$ cat config.mk
export PLATFORM = sky130hd
export DESIGN_NAME = pentary_weight_loader
export DESIGN_NICKNAME = d
export VERILOG_FILES = /design/src/rtl/pentary_weight_loader.sv
export SDC_FILE = /design/constraint.sdc
export NUM_CORES = 1
export LEC_CHECK = 0
export BUFFER_PORTS_ARGS = -buffer_cell sky130_fd_sc_hd__clkbuf_2
export CAP_MARGIN = 20
export CORE_AREA = 5 5 79 99
export DETAILED_ROUTE_END_ITERATION = 6
export DIE_AREA = 0 0 84 104
export MAX_ROUTING_LAYER = met4
export PLACE_DENSITY = 0.87
export RECOVER_POWER = 50
export SLEW_MARGIN = 20
export SYNTH_ARGS = -nofsm -noshare
export SYNTH_HDL_FRONTEND = slang
export SYNTH_SLANG_ARGS = --single-unit
$ cat constraint.sdc
create_clock -name clk -period 2.4 [get_ports clk]
set_input_delay 0.48 -clock clk [delete_from_list [all_inputs] [get_ports clk]]
set_output_delay 0.48 -clock clk [all_outputs]
set_load 0.1 [all_outputs]
$ cat src/rtl/pentary_weight_loader.sv
// Converts a valid/ready stream of packed pentary digit beats into single-cell
// crossbar write handshakes, row-major over a contiguous block of rows.
module pentary_weight_loader #(
  parameter  int ROWS = 256,
  parameter  int COLS = 256,
  parameter  int DPB  = 8,
  localparam int RW   = (ROWS > 1) ? $clog2(ROWS) : 1,
  localparam int CW   = (COLS > 1) ? $clog2(COLS) : 1,
  localparam int DW   = (DPB > 1) ? $clog2(DPB) : 1
) (
  input  logic             clk,
  input  logic             reset,
  input  logic             start,
  input  logic [RW-1:0]    start_row,
  input  logic [RW:0]      num_rows,
  input  logic             abort,
  input  logic             s_valid,
  output logic             s_ready,
  input  logic [3*DPB-1:0] s_data,
  input  logic             ctrl_ready,
  output logic [RW-1:0]    wr_row,
  output logic [CW-1:0]    wr_col,
  output logic [2:0]       wr_data,
  output logic             wr_en,
  output logic             busy,
  output logic             done,
  output logic [7:0]       illegal_count
);

  typedef enum logic [2:0] {IDLE, FETCH, ISSUE, WAIT_LO, WAIT_HI} state_e;

  localparam logic [RW:0]   ROWS_L   = (RW+1)'(ROWS);
  localparam logic [RW:0]   ONE_ROW  = {{RW{1'b0}}, 1'b1};
  localparam logic [RW-1:0] ROW_LAST = RW'(ROWS - 1);
  localparam logic [CW-1:0] COL_LAST = CW'(COLS - 1);
  localparam logic [DW-1:0] DIG_LAST = DW'(DPB - 1);

  state_e           state_q, state_d;
  logic [RW-1:0]    row_q, row_d;
  logic [CW-1:0]    col_q, col_d;
  logic [RW:0]      rows_left_q, rows_left_d;
  logic [3*DPB-1:0] beat_q, beat_d;
  logic [DW-1:0]    digit_q, digit_d;
  logic             abort_q, abort_d;
  logic [7:0]       illegal_q, illegal_d;
  logic             done_q, done_d;

  logic [2:0]  digits [DPB];
  logic [2:0]  cur_digit;
  logic        cur_illegal;
  logic [2:0]  cur_clean;
  logic        abort_seen;
  logic        active;
  logic [RW:0] num_clamped;

  for (genvar gi = 0; gi < DPB; gi++) begin : g_digit
    assign digits[gi] = beat_q[3*gi +: 3];
  end

  // Codes 101..111 are not pentary digits; they are written as zero (010).
  assign cur_digit   = digits[digit_q];
  assign cur_illegal = (cur_digit > 3'd4);
  assign cur_clean   = cur_illegal ? 3'b010 : cur_digit;
  assign abort_seen  = abort_q | abort;
  assign num_clamped = (num_rows > ROWS_L) ? ROWS_L : num_rows;

  // Address/data held from ISSUE through WAIT_HI; the controller samples them late.
  assign active        = (state_q == ISSUE) || (state_q == WAIT_LO) || (state_q == WAIT_HI);
  assign wr_row        = active ? row_q : '0;
  assign wr_col        = active ? col_q : '0;
  assign wr_data       = active ? cur_clean : 3'b000;
  assign busy          = (state_q != IDLE);
  assign done          = done_q;
  assign illegal_count = illegal_q;

  always_ff @(posedge clk or posedge reset) begin
    if (reset) begin
      state_q     <= IDLE;
      row_q       <= '0;
      col_q       <= '0;
      rows_left_q <= '0;
      beat_q      <= '0;
      digit_q     <= '0;
      abort_q     <= 1'b0;
      illegal_q   <= '0;
      done_q      <= 1'b0;
    end else begin
      state_q     <= state_d;
      row_q       <= row_d;
      col_q       <= col_d;
      rows_left_q <= rows_left_d;
      beat_q      <= beat_d;
      digit_q     <= digit_d;
      abort_q     <= abort_d;
      illegal_q   <= illegal_d;
      done_q      <= done_d;
    end
  end

  always_comb begin
    state_d     = state_q;
    row_d       = row_q;
    col_d       = col_q;
    rows_left_d = rows_left_q;
    beat_d      = beat_q;
    digit_d     = digit_q;
    abort_d     = abort_seen;
    illegal_d   = illegal_q;
    done_d      = 1'b0;
    s_ready     = 1'b0;
    wr_en       = 1'b0;

    case (state_q)
      IDLE: begin
        abort_d = 1'b0;
        if (start) begin
          row_d       = start_row;
          col_d       = '0;
          digit_d     = '0;
          rows_left_d = num_clamped;
          if (num_clamped == '0) begin
            done_d = 1'b1;
          end else begin
            state_d = FETCH;
          end
        end
      end

      FETCH: begin
        if (abort_seen) begin
          state_d = IDLE;
        end else begin
          s_ready = 1'b1;
          if (s_valid) begin
            beat_d  = s_data;
            digit_d = '0;
            state_d = ISSUE;
          end
        end
      end

      ISSUE: begin
        if (abort_seen) begin
          state_d = IDLE;
        end else if (ctrl_ready) begin
          wr_en   = 1'b1;
          state_d = WAIT_LO;
          if (cur_illegal && (illegal_q != 8'hFF)) begin
            illegal_d = illegal_q + 8'd1;
          end
        end
      end

      WAIT_LO: begin
        if (!ctrl_ready) begin
          state_d = WAIT_HI;
        end
      end

      WAIT_HI: begin
        if (ctrl_ready) begin
          if (abort_seen) begin
            state_d = IDLE;
          end else if (digit_q != DIG_LAST) begin
            digit_d = digit_q + 1'b1;
            col_d   = col_q + 1'b1;
            state_d = ISSUE;
          end else if (col_q == COL_LAST) begin
            col_d       = '0;
            row_d       = (row_q == ROW_LAST) ? '0 : row_q + 1'b1;
            rows_left_d = rows_left_q - ONE_ROW;
            if (rows_left_q == ONE_ROW) begin
              done_d  = 1'b1;
              state_d = IDLE;
            end else begin
              state_d = FETCH;
            end
          end else begin
            col_d   = col_q + 1'b1;
            state_d = FETCH;
          end
        end
      end

      default: state_d = IDLE;
    endcase
  end

endmodule
==> results_tabular.tex, run 1 <==
\begin{tabular}{lr}
\hline
Metric & Value \\
\hline
\multicolumn{2}{l}{\textbf{Timing}} \\
Clock period minus worst slack & 2.58 ns \\
Number of hold-slack violations in the final timing report & 0 \\
Final clock skew & 0.0114 ns \\
Unrepaired setup endpoints after global routing & true \\
Actual transition at the worst max-transition pin & 1.58 ns \\
Final period utilization & 108\% \\
Count of endpoints failing setup in the final report & 3 \\
Setup ws final & -0.181 ns \\
Max transition margin & -5.18\% \\
Slew Limit Fails & 66 \\
F\_max & 387 MHz \\
\multicolumn{2}{l}{\textbf{Placement}} \\
Port bufs & 77 \\
Number of placed cells counting well taps & 524 \\
Weighted congestion reported at the end of routability-driven placement & 0.862 \\
HPWL after detailed placement & 7060 um \\
Post-place instance area & 0.00463 mm2 \\
\multicolumn{2}{l}{\textbf{Floorplanning}} \\
Floorplan die height & 104 um \\
Effective utilization at floorplan & 53.2\% \\
Count of pins on the block boundary & 78 \\
X dimension of the die & 84 um \\
Number of placement rows & 34 \\
Core footprint & 0.00681 mm2 \\
Floorplan die area & 0.00874 mm2 \\
\multicolumn{2}{l}{\textbf{Worst setup path}} \\
Critical path peak fanout & 4 \\
CP Capture Type & primary output \\
Launching instance or port of the critical path & digit\_q[0]\$\_DFFE\_PP0P\_ \\
Startpoint type of the worst setup path & flop \\
Slowest-stage cell, CP & sky130\_fd\_sc\_hd\_\_mux4\_2 \\
WP data required & 1.92 ns \\
Critical Path Max Stage Delay & 0.56 ns \\
List of cells traversed by the critical path & buf\_6, mux4\_2, mux2i\_4, nand2\_2, nor3\_4, buf\_12 \\
Reg-to-reg startpoint & digit\_q[0]\$\_DFFE\_PP0P\_ \\
Kind of cell adding the most delay to the critical path & multiplexers \\
Buffers and inverters on the worst path & 2 \\
Data arrival time of the worst path & 2.10 ns \\
Path type of the worst setup path & reg -> out \\
\multicolumn{2}{l}{\textbf{Layout}} \\
Final nets & 503 \\
Number of non-filler instances in the completed layout & 544 \\
Synth-to-Final Area Change & 36.8\% \\
Ratio of cells with drive above 1 in the final layout & 39.9\% \\
Design area & 0.00495 mm2 \\
Commonest non-fill, non-tap cells in the layout & sky130\_fd\_sc\_hd\_\_dfrtp\_1 (62), sky130\_fd\_sc\_hd\_\_clkbuf\_2 (53), sky130\_fd\_sc\_hd\_\_o21ai\_0 (28) \\
Final antenna diode count & 0 \\
Most frequent standard cell in the layout excluding fill and tap cells & sky130\_fd\_sc\_hd\_\_dfrtp\_1 \\
Fillers & 441 \\
\multicolumn{2}{l}{\textbf{Clocking}} \\
Clock tree root driver cell & sky130\_fd\_sc\_hd\_\_clkbuf\_8 \\
Number of buffers created by CTS & 9 \\
Number of hold buffers added after CTS & 0 \\
CTS tree & yes \\
TritonCTS sink count & 65 \\
Clock edge transition at the registers on the reported setup and hold paths & 0.08 ns \\
Latest clock arrival within the worst-skew pair & 0.36 ns \\
Max H-tree Level & 3 \\
Buffer depth of the longest clock path & 2 \\
\multicolumn{2}{l}{\textbf{Power}} \\
Lkg Pwr & 2.14 nW \\
Cell-internal power & 0.00330 W \\
Peak supply drop & 1.00 mV \\
Switching part of the total power & 45.9\% \\
Register share of total power & 31.1\% \\
Switching power of the nets & 0.00280 W \\
Part of the power in the clock network & 15.9\% \\
Combinational group share of total power & 53.0\% \\
Cell area power density & 1230 mW/mm2 \\
Power consumption & 0.00609 W \\
\multicolumn{2}{l}{\textbf{Status}} \\
Run status & finished, violations left \\
Violated checks & max-capacitance violations, max-slew violations, negative setup slack \\
\multicolumn{2}{l}{\textbf{Logic synthesis}} \\
Share of flip-flops with an asynchronous set or reset after synthesis & 100\% \\
Netlist area before placement & 0.00362 mm2 \\
Total of flip-flops plus latches after synthesis & 65 \\
Top cells by area in the synthesized netlist & sky130\_fd\_sc\_hd\_\_dfrtp\_1 (45\%), sky130\_fd\_sc\_hd\_\_mux2\_2 (7.8\%), sky130\_fd\_sc\_hd\_\_o21ai\_0 (3.9\%) \\
Largest area contributor in the netlist & sky130\_fd\_sc\_hd\_\_dfrtp\_1 \\
Dominant synthesized flop cell & sky130\_fd\_sc\_hd\_\_dfrtp\_1 \\
Synth Net Count & 411 \\
Number of unique standard cell types used by synthesis & 59 \\
Total number of yosys warnings & 0 \\
Yosys top cell area share & 44.9\% \\
Synth Area per Inst & 10.1 um2 \\
Post-synth EDFFs & 0 \\
Seq/Total Area, Yosys & 44.9\% \\
Synthesized instance count & 357 \\
\multicolumn{2}{l}{\textbf{Routing}} \\
DRT Pass-1 Iters & 5 \\
Initial drt markers & 325 \\
Wire length per cell & 19.6 um \\
Final WL & 10700 um \\
Via count & 3368 \\
DR DRC count & 0 \\
Number of nets still failing antenna checks after routing & 0 \\
Via-to-Cell Ratio & 6.19 \\
\multicolumn{2}{l}{\textbf{Global route}} \\
Via count of the first global-routing pass & 3322 \\
Antenna violations before repair & 0 \\
Global Route Usage Sum & 24.0\% \\
First-pass GRT wire length & 16200 um \\
Largest net degree at the start of global routing & 66 \\
Total congestion overflow & 0 \\
\multicolumn{2}{l}{\textbf{Hold path}} \\
Classification of the worst-slack hold path & in -> reg \\
Hold Crit Start & s\_data[9] \\
\multicolumn{2}{l}{\textbf{Flow run}} \\
Max-cap violations & 1 \\
\hline
\end{tabular}
-- power groups by stage --
stage | combinational, W | clock [W] | sequential, W
after global routing | 0.00338 | 0.00103 | 0.00192
after detailed placement | 0.00299 | 0 | 0.00185
final | 0.00323 | 0.000970 | 0.00189
after CTS | 0.00306 | 0.000975 | 0.00183
after global placement | 0.00286 | 0 | 0.00181
after floorplan | 0.00217 | 0 | 0.00174
-- sequential cells by signal, summed over array words and instances, names as in the netlist --
signal,cells
beat_q,24
illegal_count,8
row_q,8
col_q,8
rows_left_q,9
abort_q,1
done,1
digit_q,3
state_q,3
-- logic make-up (layout without fill, tap and decap cells) --
family,after synthesis,after routing,synth area share (%)
compound gates,75,75,13.4
xor+xnor,10,10,2.42
fa+ha+maj,7,7,2.42
buf+inv,30,127,3.49
flops,65,65,44.9
mux,39,39,13.9
simple gates,131,131,19.5
-- per-layer routing --
layer	GRT usage, %	up-vias	routed length (um)
met5	-	-	0
met4	13.0	0	538
met3	5.39	59	847
met2	39.4	230	5500
met1	27.2	1601	3800
li1	-	1478	-
-- repair_timing --
item,in CTS,in global routing
resized for setup,3,21
pin swaps,0,2
setup buffers,4,0
setup endpoints to repair,19,20
-- path summary, 6_finish.rpt --
kind                                           endpoint  slack (ns)  depth (start not counted)
max                                          wr_data[2]       -0.18                          6
min                               beat_q[9]$_DFFE_PP0P_        0.35                          2
max reg2reg                  rows_left_q[4]$_DFFE_PP0P_        0.01                         10
min reg2reg                illegal_count[6]$_DFFE_PP0P_        0.50                          1
max in group asynchronous  illegal_count[1]$_DFFE_PP0P_        0.72                          3
min in group asynchronous         beat_q[4]$_DFFE_PP0P_        0.64                          3
-- Yosys cell counts (3+ instances only) --
| library cell | count |
|---|---|
| sky130_fd_sc_hd__and3_1 | 5 |
| sky130_fd_sc_hd__a2bb2oi_1 | 4 |
| sky130_fd_sc_hd__a21oi_1 | 17 |
| sky130_fd_sc_hd__o2bb2ai_1 | 3 |
| sky130_fd_sc_hd__nor4_1 | 4 |
| sky130_fd_sc_hd__nand2_1 | 23 |
| sky130_fd_sc_hd__dfrtp_1 | 65 |
| sky130_fd_sc_hd__mux2i_1 | 6 |
| sky130_fd_sc_hd__clkbuf_1 | 17 |
| sky130_fd_sc_hd__inv_1 | 9 |
| sky130_fd_sc_hd__mux2_2 | 25 |
| sky130_fd_sc_hd__nand4_1 | 4 |
| sky130_fd_sc_hd__xnor2_1 | 9 |
| sky130_fd_sc_hd__nor3_1 | 11 |
| sky130_fd_sc_hd__and4_1 | 3 |
| sky130_fd_sc_hd__o21ai_0 | 28 |
| sky130_fd_sc_hd__nor2_1 | 25 |
| sky130_fd_sc_hd__nor2b_1 | 21 |
| sky130_fd_sc_hd__ha_1 | 7 |
| sky130_fd_sc_hd__nand2b_1 | 6 |
| sky130_fd_sc_hd__nand3_1 | 13 |
| sky130_fd_sc_hd__mux4_2 | 6 |
-- area by class of cell --
class / count / area [um2] / share of cell area (%)
Clock buffer: 9 / 124 / 2.50
Clock inverter: 7 / 80.1 / 1.62
Inverter: 9 / 33.8 / 0.682
Multi-Input combinational cell: 262 / 2080 / 42.0
Sequential cell: 65 / 1630 / 32.9
Tap cell: 90 / 113 / 2.27
Timing Repair Buffer: 102 / 890 / 18.0
-- worst register-to-register path, delay by kind of cell (launching register included) --
kind / cells / cell delay [ns]
fa+ha+maj: 2 / 0.39
buf+inv: 4 / 0.54
compound gates: 2 / 0.59
flops: 1 / 0.39
simple gates: 2 / 0.36
-- through the flow --
| step | hold slack (ns) | utilization (%) | setup slack (ns) | setup TNS [ns] |
|---|---|---|---|---|
| after floorplan | 0.470 | - | -0.264 | -3.13 |
| after global placement | 0.477 | 68.1 | 0.0928 | 0 |
| after detailed placement | 0.492 | 68.1 | 0.00640 | 0 |
| after CTS | 0.179 | 71.7 | -0.148 | -1.75 |
| after global routing | 0.346 | 72.8 | -0.241 | -0.932 |
| final | 0.354 | 72.8 | -0.181 | -0.442 |
Power figures use the tool's default switching activity.
==> run 2: changes to the inputs <==
--- a/config.mk
+++ b/config.mk
@@ -13,7 +13,7 @@
 export MAX_ROUTING_LAYER = met4
 export PLACE_DENSITY = 0.87
 export RECOVER_POWER = 50
-export SLEW_MARGIN = 20
+export SLEW_MARGIN = 0
 export SYNTH_ARGS = -nofsm -noshare
 export SYNTH_HDL_FRONTEND = slang
 export SYNTH_SLANG_ARGS = --single-unit
==> constraint.sdc (replaced) <==
create_clock -name clk -period 2.4 [get_ports clk]
set_input_delay 0.24 -clock clk [delete_from_list [all_inputs] [get_ports clk]]
set_output_delay 0.24 -clock clk [all_outputs]
set_load 0.01 [all_outputs]
==> run 2 against run 1 <==
The flow now finishes without violations. Sequential power about the same. Die area unchanged. Clock skew rose by 0.0032 ns. Sequential share of layout area rose by 4.3 points. Utilization fell by 8.5 points. Critical path type unchanged. Largest cell class unchanged.
==> results_tabular.tex, run 2 (synthesis results as in run 1) <==
\begin{tabular}{lr}
\hline
Metric & Value \\
\hline
\multicolumn{2}{l}{\textbf{Timing}} \\
Number of hold-slack violations in the final timing report & 0 (unchanged) \\
Final period utilization & 99.1\% (-8.5 points) \\
Clock period minus worst slack & 2.38 ns (-0.203 ns) \\
Final setup TNS & 0 ns (+0.442 ns) \\
Actual transition at the worst max-transition pin & 0.928 ns (-0.649 ns) \\
Unrepaired setup endpoints after global routing & true \\
Slew Limit Fails & 0 (-100\%) \\
Count of endpoints failing setup in the final report & 0 (-3) \\
F\_max & 420 MHz (+8.5\%) \\
Worst hold slack after final layout & 0.112 ns (-0.242 ns) \\
Max transition margin & 38.0\% (+43 points) \\
Final clock skew & 0.0146 ns (+0.00323 ns) \\
\multicolumn{2}{l}{\textbf{Layout}} \\
Register with the highest flop count & beat\_q \\
Final nets & 495 (-1.6\%) \\
Registers with the most flip-flops & beat\_q x24, rows\_left\_q x9 \\
Final antenna diode count & 0 (unchanged) \\
Fillers & 542 (+23\%) \\
Most frequent standard cell in the layout excluding fill and tap cells & sky130\_fd\_sc\_hd\_\_clkbuf\_2 \\
Ratio of cells with drive above 1 in the final layout & 30.5\% (-9.4 points) \\
Commonest non-fill, non-tap cells in the layout & sky130\_fd\_sc\_hd\_\_clkbuf\_2 (68), sky130\_fd\_sc\_hd\_\_dfrtp\_1 (65), sky130\_fd\_sc\_hd\_\_o21ai\_0 (28) \\
Final core utilization & 64.2\% (-8.5 points) \\
Synth-to-Final Area Change & 20.7\% \\
Design area & 0.00437 mm2 (-12\%) \\
Max reg flops & 24 (unchanged) \\
\multicolumn{2}{l}{\textbf{Routing}} \\
Final WL & 9110 um (-15\%) \\
Via count & 3179 (-5.6\%) \\
Wire length per cell & 17.0 um (-14\%) \\
Via-to-Cell Ratio & 5.93 (-4.2\%) \\
Initial drt markers & 186 (-43\%) \\
DR DRC count & 0 (unchanged) \\
DRT Pass-1 Iters & 4 (-1) \\
Number of nets still failing antenna checks after routing & 0 (unchanged) \\
\multicolumn{2}{l}{\textbf{Clocking}} \\
TritonCTS sink count & 65 (unchanged) \\
CTS tree & yes \\
Number of buffers created by CTS & 9 (unchanged) \\
Max H-tree Level & 3 (unchanged) \\
Buffer depth of the longest clock path & 2 (unchanged) \\
Latest clock arrival within the worst-skew pair & 0.36 ns (about the same) \\
Clock edge transition at the registers on the reported setup and hold paths & 0.08 ns (about the same) \\
Clock tree root driver cell & sky130\_fd\_sc\_hd\_\_clkbuf\_8 \\
\multicolumn{2}{l}{\textbf{Global route}} \\
Largest net degree at the start of global routing & 28 (-58\%) \\
Routing usage on met2 & 35.4\% (-3.9 points) \\
Layer with the highest usage & met2 \\
Global Route Usage Sum & 22.0\% (-2.0 points) \\
Antenna violations before repair & 0 (unchanged) \\
First-pass GRT wire length & 15100 um (-6.8\%) \\
Total congestion overflow & 0 (unchanged) \\
Via count of the first global-routing pass & 3203 (-3.6\%) \\
Global routing usage on met3 & 3.65\% (-1.7 points) \\
Fraction of met1 tracks used by global routing & 25.5\% (-1.7 points) \\
\multicolumn{2}{l}{\textbf{Worst setup path}} \\
Startpoint type of the worst setup path & flop \\
WP data required & 2.16 ns (+0.24 ns) \\
List of cells traversed by the critical path & buf\_6, mux4\_2, mux2i\_4, nor3b\_2, clkbuf\_2 \\
Buffers and inverters on the worst path & 2 (unchanged) \\
Path type of the worst setup path & reg -> out \\
Critical Path Max Stage Delay & 0.55 ns (about the same) \\
Kind of cell adding the most delay to the critical path & multiplexers \\
Data arrival time of the worst path & 2.14 ns (+0.04 ns) \\
CP Capture Type & primary output \\
Slowest-stage cell, CP & sky130\_fd\_sc\_hd\_\_mux4\_2 \\
Critical path peak fanout & 8 (+4) \\
\multicolumn{2}{l}{\textbf{Placement}} \\
Port bufs & 77 (unchanged) \\
Post-place instance area & 0.00413 mm2 (-11\%) \\
HPWL after detailed placement & 6310 um (-11\%) \\
Weighted congestion reported at the end of routability-driven placement & 0.912 (+5.8\%) \\
\multicolumn{2}{l}{\textbf{Floorplanning}} \\
Effective utilization at floorplan & 53.2\% (unchanged) \\
Number of placement rows & 34 (unchanged) \\
Core footprint & 0.00681 mm2 (unchanged) \\
Count of pins on the block boundary & 78 (unchanged) \\
Floorplan die area & 0.00874 mm2 (unchanged) \\
Floorplan die height & 104 um (unchanged) \\
X dimension of the die & 84 um (unchanged) \\
\multicolumn{2}{l}{\textbf{Status}} \\
Run status & complete, no violations \\
\multicolumn{2}{l}{\textbf{Power}} \\
Peak supply drop & 0.483 mV (-52\%) \\
Cell area power density & 1060 mW/mm2 (-14\%) \\
Lkg Pwr & 1.94 nW (-9.5\%) \\
Power consumption & 0.00465 W (-24\%) \\
\multicolumn{2}{l}{\textbf{Hold path}} \\
Classification of the worst-slack hold path & in -> reg \\
\multicolumn{2}{l}{\textbf{Flow run}} \\
Max-cap violations & 0 (-1) \\
\hline
\end{tabular}
-- run 2: cell types whose count changed in the layout (fill, tap and decap cells not counted), sizes merged --
cell         previous run  this run
buf                    43        12
clkbuf                 68        92
clkinv                  4         3
dlygate4sd3             0         1
inv                    10         9
-- run 2: area by class of cell --
class	instances	area, um2	area share [%]
Clock buffer	11	131	3.01
Clock inverter	5	56.3	1.29
Inverter	9	33.8	0.773
Multi-Input combinational cell	262	1920	43.9
Sequential cell	65	1630	37.2
Tap cell	90	113	2.58
Timing Repair Buffer	94	493	11.3
-- run 2: timing repair --
action / 4_1_cts / 5_1_grt
endpoints found under the hold margin: 23 / 0
hold buffers: 1 / 0
setup buffers: 0 / 3
resized for setup: 6 / 3
pin swaps: 0 / 0
endpoints found under the setup margin: 3 / 6
-- run 2: layer usage --
layer  wire, um  vias to the layer above
li1           -                     1466
met1       3550                     1561
met2       4730                      116
met3        402                       36
met4        423                        0
met5          0                        -
-- run 2: report_power, final --
| part | total [W] | switching, W | internal [W] |
|---|---|---|---|
| Combinational | 0.00186 | 0.000961 | 0.000903 |
| Sequential | 0.00188 | 0.000401 | 0.00148 |
| Clock | 0.000902 | 0.000424 | 0.000478 |
| Total | 0.00465 | 0.00179 | 0.00286 |
-- run 2: final timing paths --
kind	end	slack (ns)	start	cells after the start
worst max register to register	state_q[0]$_DFFE_PP0P_	0.25	rows_left_q[1]$_DFFE_PP0P_	7
max in group asynchronous	rows_left_q[7]$_DFFE_PP0P_	0.69	reset	4
worst min register to register	illegal_count[6]$_DFFE_PP0P_	0.48	illegal_count[6]$_DFFE_PP0P_	1
worst max-delay path	wr_data[0]	0.02	digit_q[0]$_DFFE_PP0P_	5
min in group asynchronous	beat_q[18]$_DFFE_PP0P_	0.61	reset	3
worst min-delay path	beat_q[15]$_DFFE_PP0P_	0.11	s_data[15]	2
-- run 2: through the flow --
step | setup WS (ns) | std cells
after floorplan | 0.383 | 357
after global placement | 0.330 | 516
after detailed placement | 0.259 | 516
after CTS | 0.00337 | 533
after global routing | -0.0110 | 536
final | 0.0215 | 536
==> run 3: changes to the inputs <==
--- a/config.mk
+++ b/config.mk
@@ -7,9 +7,9 @@
 export LEC_CHECK = 0
 export BUFFER_PORTS_ARGS = -buffer_cell sky130_fd_sc_hd__clkbuf_2
 export CAP_MARGIN = 20
-export CORE_AREA = 5 5 79 99
+export CORE_AREA = 5 5 121 66
 export DETAILED_ROUTE_END_ITERATION = 6
-export DIE_AREA = 0 0 84 104
+export DIE_AREA = 0 0 126 71
 export MAX_ROUTING_LAYER = met4
 export PLACE_DENSITY = 0.87
 export RECOVER_POWER = 50
==> run 3 against run 2 <==
Count of clock-buffer cells in the layout is 2 lower. Maximum frequency is 1.4% higher. Combinational power is 4% higher. Wire length is 15% higher. Via count is 2.6% higher. First-iteration DRC count is 77% higher. Utilization is 1.2 points higher. Die area is 2.4% higher. Clock power is 61% higher. Highest routed layer unchanged. Hold slack better by 0.018 ns. Clock skew is 0.0090 ns lower. Register-to-register slack worse by 0.06 ns.
==> results_tabular.tex, run 3 (synthesis results as in run 1) <==
\begin{tabular}{lr}
\hline
Metric & Value \\
\hline
\multicolumn{2}{l}{\textbf{Power}} \\
Lkg Pwr & 2.01 nW (+3.8\%) \\
Peak supply drop & 0.475 mV (-1.7\%) \\
Cell area power density & 1160 mW/mm2 (+9.6\%) \\
\multicolumn{2}{l}{\textbf{Clocking}} \\
CTS tree & yes \\
Clock edge transition at the registers on the reported setup and hold paths & 0.06 ns (-0.02 ns) \\
Max H-tree Level & 3 (unchanged) \\
Clock tree root driver cell & sky130\_fd\_sc\_hd\_\_clkbuf\_16 \\
Latest clock arrival within the worst-skew pair & 0.34 ns (-0.02 ns) \\
Buffer depth of the longest clock path & 2 (unchanged) \\
TritonCTS sink count & 65 (unchanged) \\
Number of buffers created by CTS & 9 (unchanged) \\
\multicolumn{2}{l}{\textbf{Timing}} \\
Number of hold-slack violations in the final timing report & 0 (unchanged) \\
Final setup TNS & 0 ns (unchanged) \\
Count of endpoints failing setup in the final report & 0 (unchanged) \\
Final clock skew & 0.00562 ns (-0.00903 ns) \\
Clock period minus worst slack & 2.34 ns (-0.0340 ns) \\
Max transition margin & 27.1\% (-11 points) \\
Slew Limit Fails & 0 (unchanged) \\
Final period utilization & 97.7\% (-1.4 points) \\
Actual transition at the worst max-transition pin & 1.09 ns (+0.164 ns) \\
F\_max & 427 MHz (+1.4\%) \\
Worst hold slack after final layout & 0.130 ns (+0.0181 ns) \\
\multicolumn{2}{l}{\textbf{Global route}} \\
First-pass GRT wire length & 16400 um (+8.5\%) \\
Total congestion overflow & 0 (unchanged) \\
Antenna violations before repair & 1 (+1) \\
Via count of the first global-routing pass & 3198 (-0.16\%) \\
Global Route Usage Sum & 24.1\% (+2.0 points) \\
Largest net degree at the start of global routing & 39 (+39\%) \\
\multicolumn{2}{l}{\textbf{Placement}} \\
Post-place instance area & 0.00415 mm2 (+0.48\%) \\
Weighted congestion reported at the end of routability-driven placement & 0.870 (-4.6\%) \\
Port bufs & 77 (unchanged) \\
HPWL after detailed placement & 7040 um (+12\%) \\
\multicolumn{2}{l}{\textbf{Worst setup path}} \\
CP Capture Type & primary output \\
Path type of the worst setup path & reg -> out \\
List of cells traversed by the critical path & buf\_6, mux4\_2, mux2i\_4, nand2\_1, nor3\_2, buf\_2 \\
Reg-to-reg startpoint & rows\_left\_q[1]\$\_DFFE\_PP0P\_ \\
Slowest-stage cell, CP & sky130\_fd\_sc\_hd\_\_mux4\_2 \\
Startpoint type of the worst setup path & flop \\
Critical Path Max Stage Delay & 0.56 ns (about the same) \\
Register-to-Register Path Depth & 7 (unchanged) \\
Register-to-register path setup slack & 0.19 ns (-0.06 ns) \\
Data arrival time of the worst path & 2.10 ns (-0.04 ns) \\
Critical path peak fanout & 8 (unchanged) \\
Reg-to-Reg End & state\_q[0]\$\_DFFE\_PP0P\_ \\
WP data required & 2.16 ns (about the same) \\
\multicolumn{2}{l}{\textbf{Floorplanning}} \\
Floorplan die height & 71 um (-32\%) \\
Floorplan die area & 0.00895 mm2 (+2.4\%) \\
Count of pins on the block boundary & 78 (unchanged) \\
Core footprint & 0.00694 mm2 (+1.9\%) \\
X dimension of the die & 126 um (+50\%) \\
Number of placement rows & 22 (-35\%) \\
Effective utilization at floorplan & 52.2\% (-1.0 points) \\
\multicolumn{2}{l}{\textbf{Layout}} \\
Commonest non-fill, non-tap cells in the layout & sky130\_fd\_sc\_hd\_\_dfrtp\_1 (65), sky130\_fd\_sc\_hd\_\_clkbuf\_2 (65), sky130\_fd\_sc\_hd\_\_o21ai\_0 (28) \\
Register with the highest flop count & beat\_q \\
Design area & 0.00454 mm2 (+3.8\%) \\
Synth-to-Final Area Change & 25.3\% \\
Max reg flops & 24 (unchanged) \\
Fillers & 558 (+3.0\%) \\
Registers with the most flip-flops & beat\_q x24, rows\_left\_q x9 \\
Ratio of cells with drive above 1 in the final layout & 31.9\% (+1.4 points) \\
Final nets & 497 (+0.40\%) \\
\multicolumn{2}{l}{\textbf{Routing}} \\
DRT Pass-1 Iters & 5 (+1) \\
Final WL & 10500 um (+15\%) \\
Initial drt markers & 329 (+77\%) \\
DR DRC count & 0 (unchanged) \\
Number of nets still failing antenna checks after routing & 0 (unchanged) \\
Wire length per cell & 19.3 um (+14\%) \\
Via count & 3262 (+2.6\%) \\
Via-to-Cell Ratio & 5.99 (+0.92\%) \\
\multicolumn{2}{l}{\textbf{Hold path}} \\
Hold Crit Start & s\_data[15] \\
Classification of the worst-slack hold path & in -> reg \\
Endpoint with the worst hold slack & beat\_q[15]\$\_DFFE\_PP0P\_ \\
Hold depth & 2 (unchanged) \\
\multicolumn{2}{l}{\textbf{Status}} \\
Run status & complete, no violations \\
\multicolumn{2}{l}{\textbf{Flow run}} \\
Max-cap violations & 0 (unchanged) \\
\hline
\end{tabular}
run 3: changes by cell type in the layout (fill, tap and decap cells not counted), sizes merged:
cell and change:
buf +5, inv +3, clkinvlp +1, diode +1, bufinv +1, clkbuf -5
clkinv -3
run 3: how the worst max path moves through the flow:
stage / start / to / slack, ns
2_1_floorplan: state_q[0]$_DFFE_PP0P_ / wr_data[0] / 0.38
3_3_place_gp: rows_left_q[1]$_DFFE_PP0P_ / state_q[0]$_DFFE_PP0P_ / 0.28
3_5_place_dp: digit_q[0]$_DFFE_PP0P_ / wr_data[2] / 0.20
4_1_cts: digit_q[0]$_DFFE_PP0P_ / wr_data[0] / 0.01
5_1_grt: digit_q[0]$_DFFE_PP0P_ / wr_data[2] / -0.007
6_report: digit_q[0]$_DFFE_PP0P_ / wr_data[2] / 0.06
run 3: critical path, delay by kind of cell (launching register included):
family	cells	cell delay, ns
AND/OR/NAND/NOR	2	0.30
multiplexers	2	0.76
buffers and inverters	2	0.34
flip-flops	1	0.36
run 3: report_power, final:
part | switching, W | total, W | leakage, nW | internal [W]
logic | 0.00100 | 0.00193 | 1.03 | 0.000924
registers | 0.000423 | 0.00190 | 0.824 | 0.00148
clock network | 0.000533 | 0.00145 | 0.153 | 0.000920
run 3: what timing repair did:
action | 4_1_cts | 5_1_grt
pin swaps | 0 | 1
setup endpoints to repair | 5 | 14
setup buffers | 1 | 4
endpoints found under the hold margin | 27 | 0
gates resized for setup | 7 | 5
hold buffers | 1 | 0
run 3: per-stage QoR:
stage	worst slack (ns)	power [W]	util [%]	std cells
6_report	0.0555	0.00528	65.4	545
2_1_floorplan	0.383	0.00307	-	357
3_5_place_dp	0.198	0.00365	59.8	522
4_1_cts	0.0119	0.00520	65.3	540
3_3_place_gp	0.279	0.00353	59.8	522
5_1_grt	-0.00736	0.00556	65.4	545
run 3: per-layer routing:
layer	vias up	share of wire (%)	track usage, %
li1	1469	-	-
met5	-	0	-
met1	1578	44	31.8
met3	34	8.5	7.84
met4	0	2.9	9.04
met2	181	45	34.7
run 3: final cells by class:
| type | instances | area [um2] | area share [%] |
|---|---|---|---|
| Multi-Input combinational cell | 262 | 1910 | 42.2 |
| Sequential cell | 65 | 1630 | 35.9 |
| Timing Repair Buffer | 96 | 514 | 11.3 |
| Clock buffer | 9 | 225 | 4.97 |
| Tap cell | 96 | 120 | 2.65 |
| Clock inverter | 7 | 101 | 2.23 |
| Inverter | 9 | 33.8 | 0.745 |
| Antenna cell | 1 | 2.50 | 0.0552 |
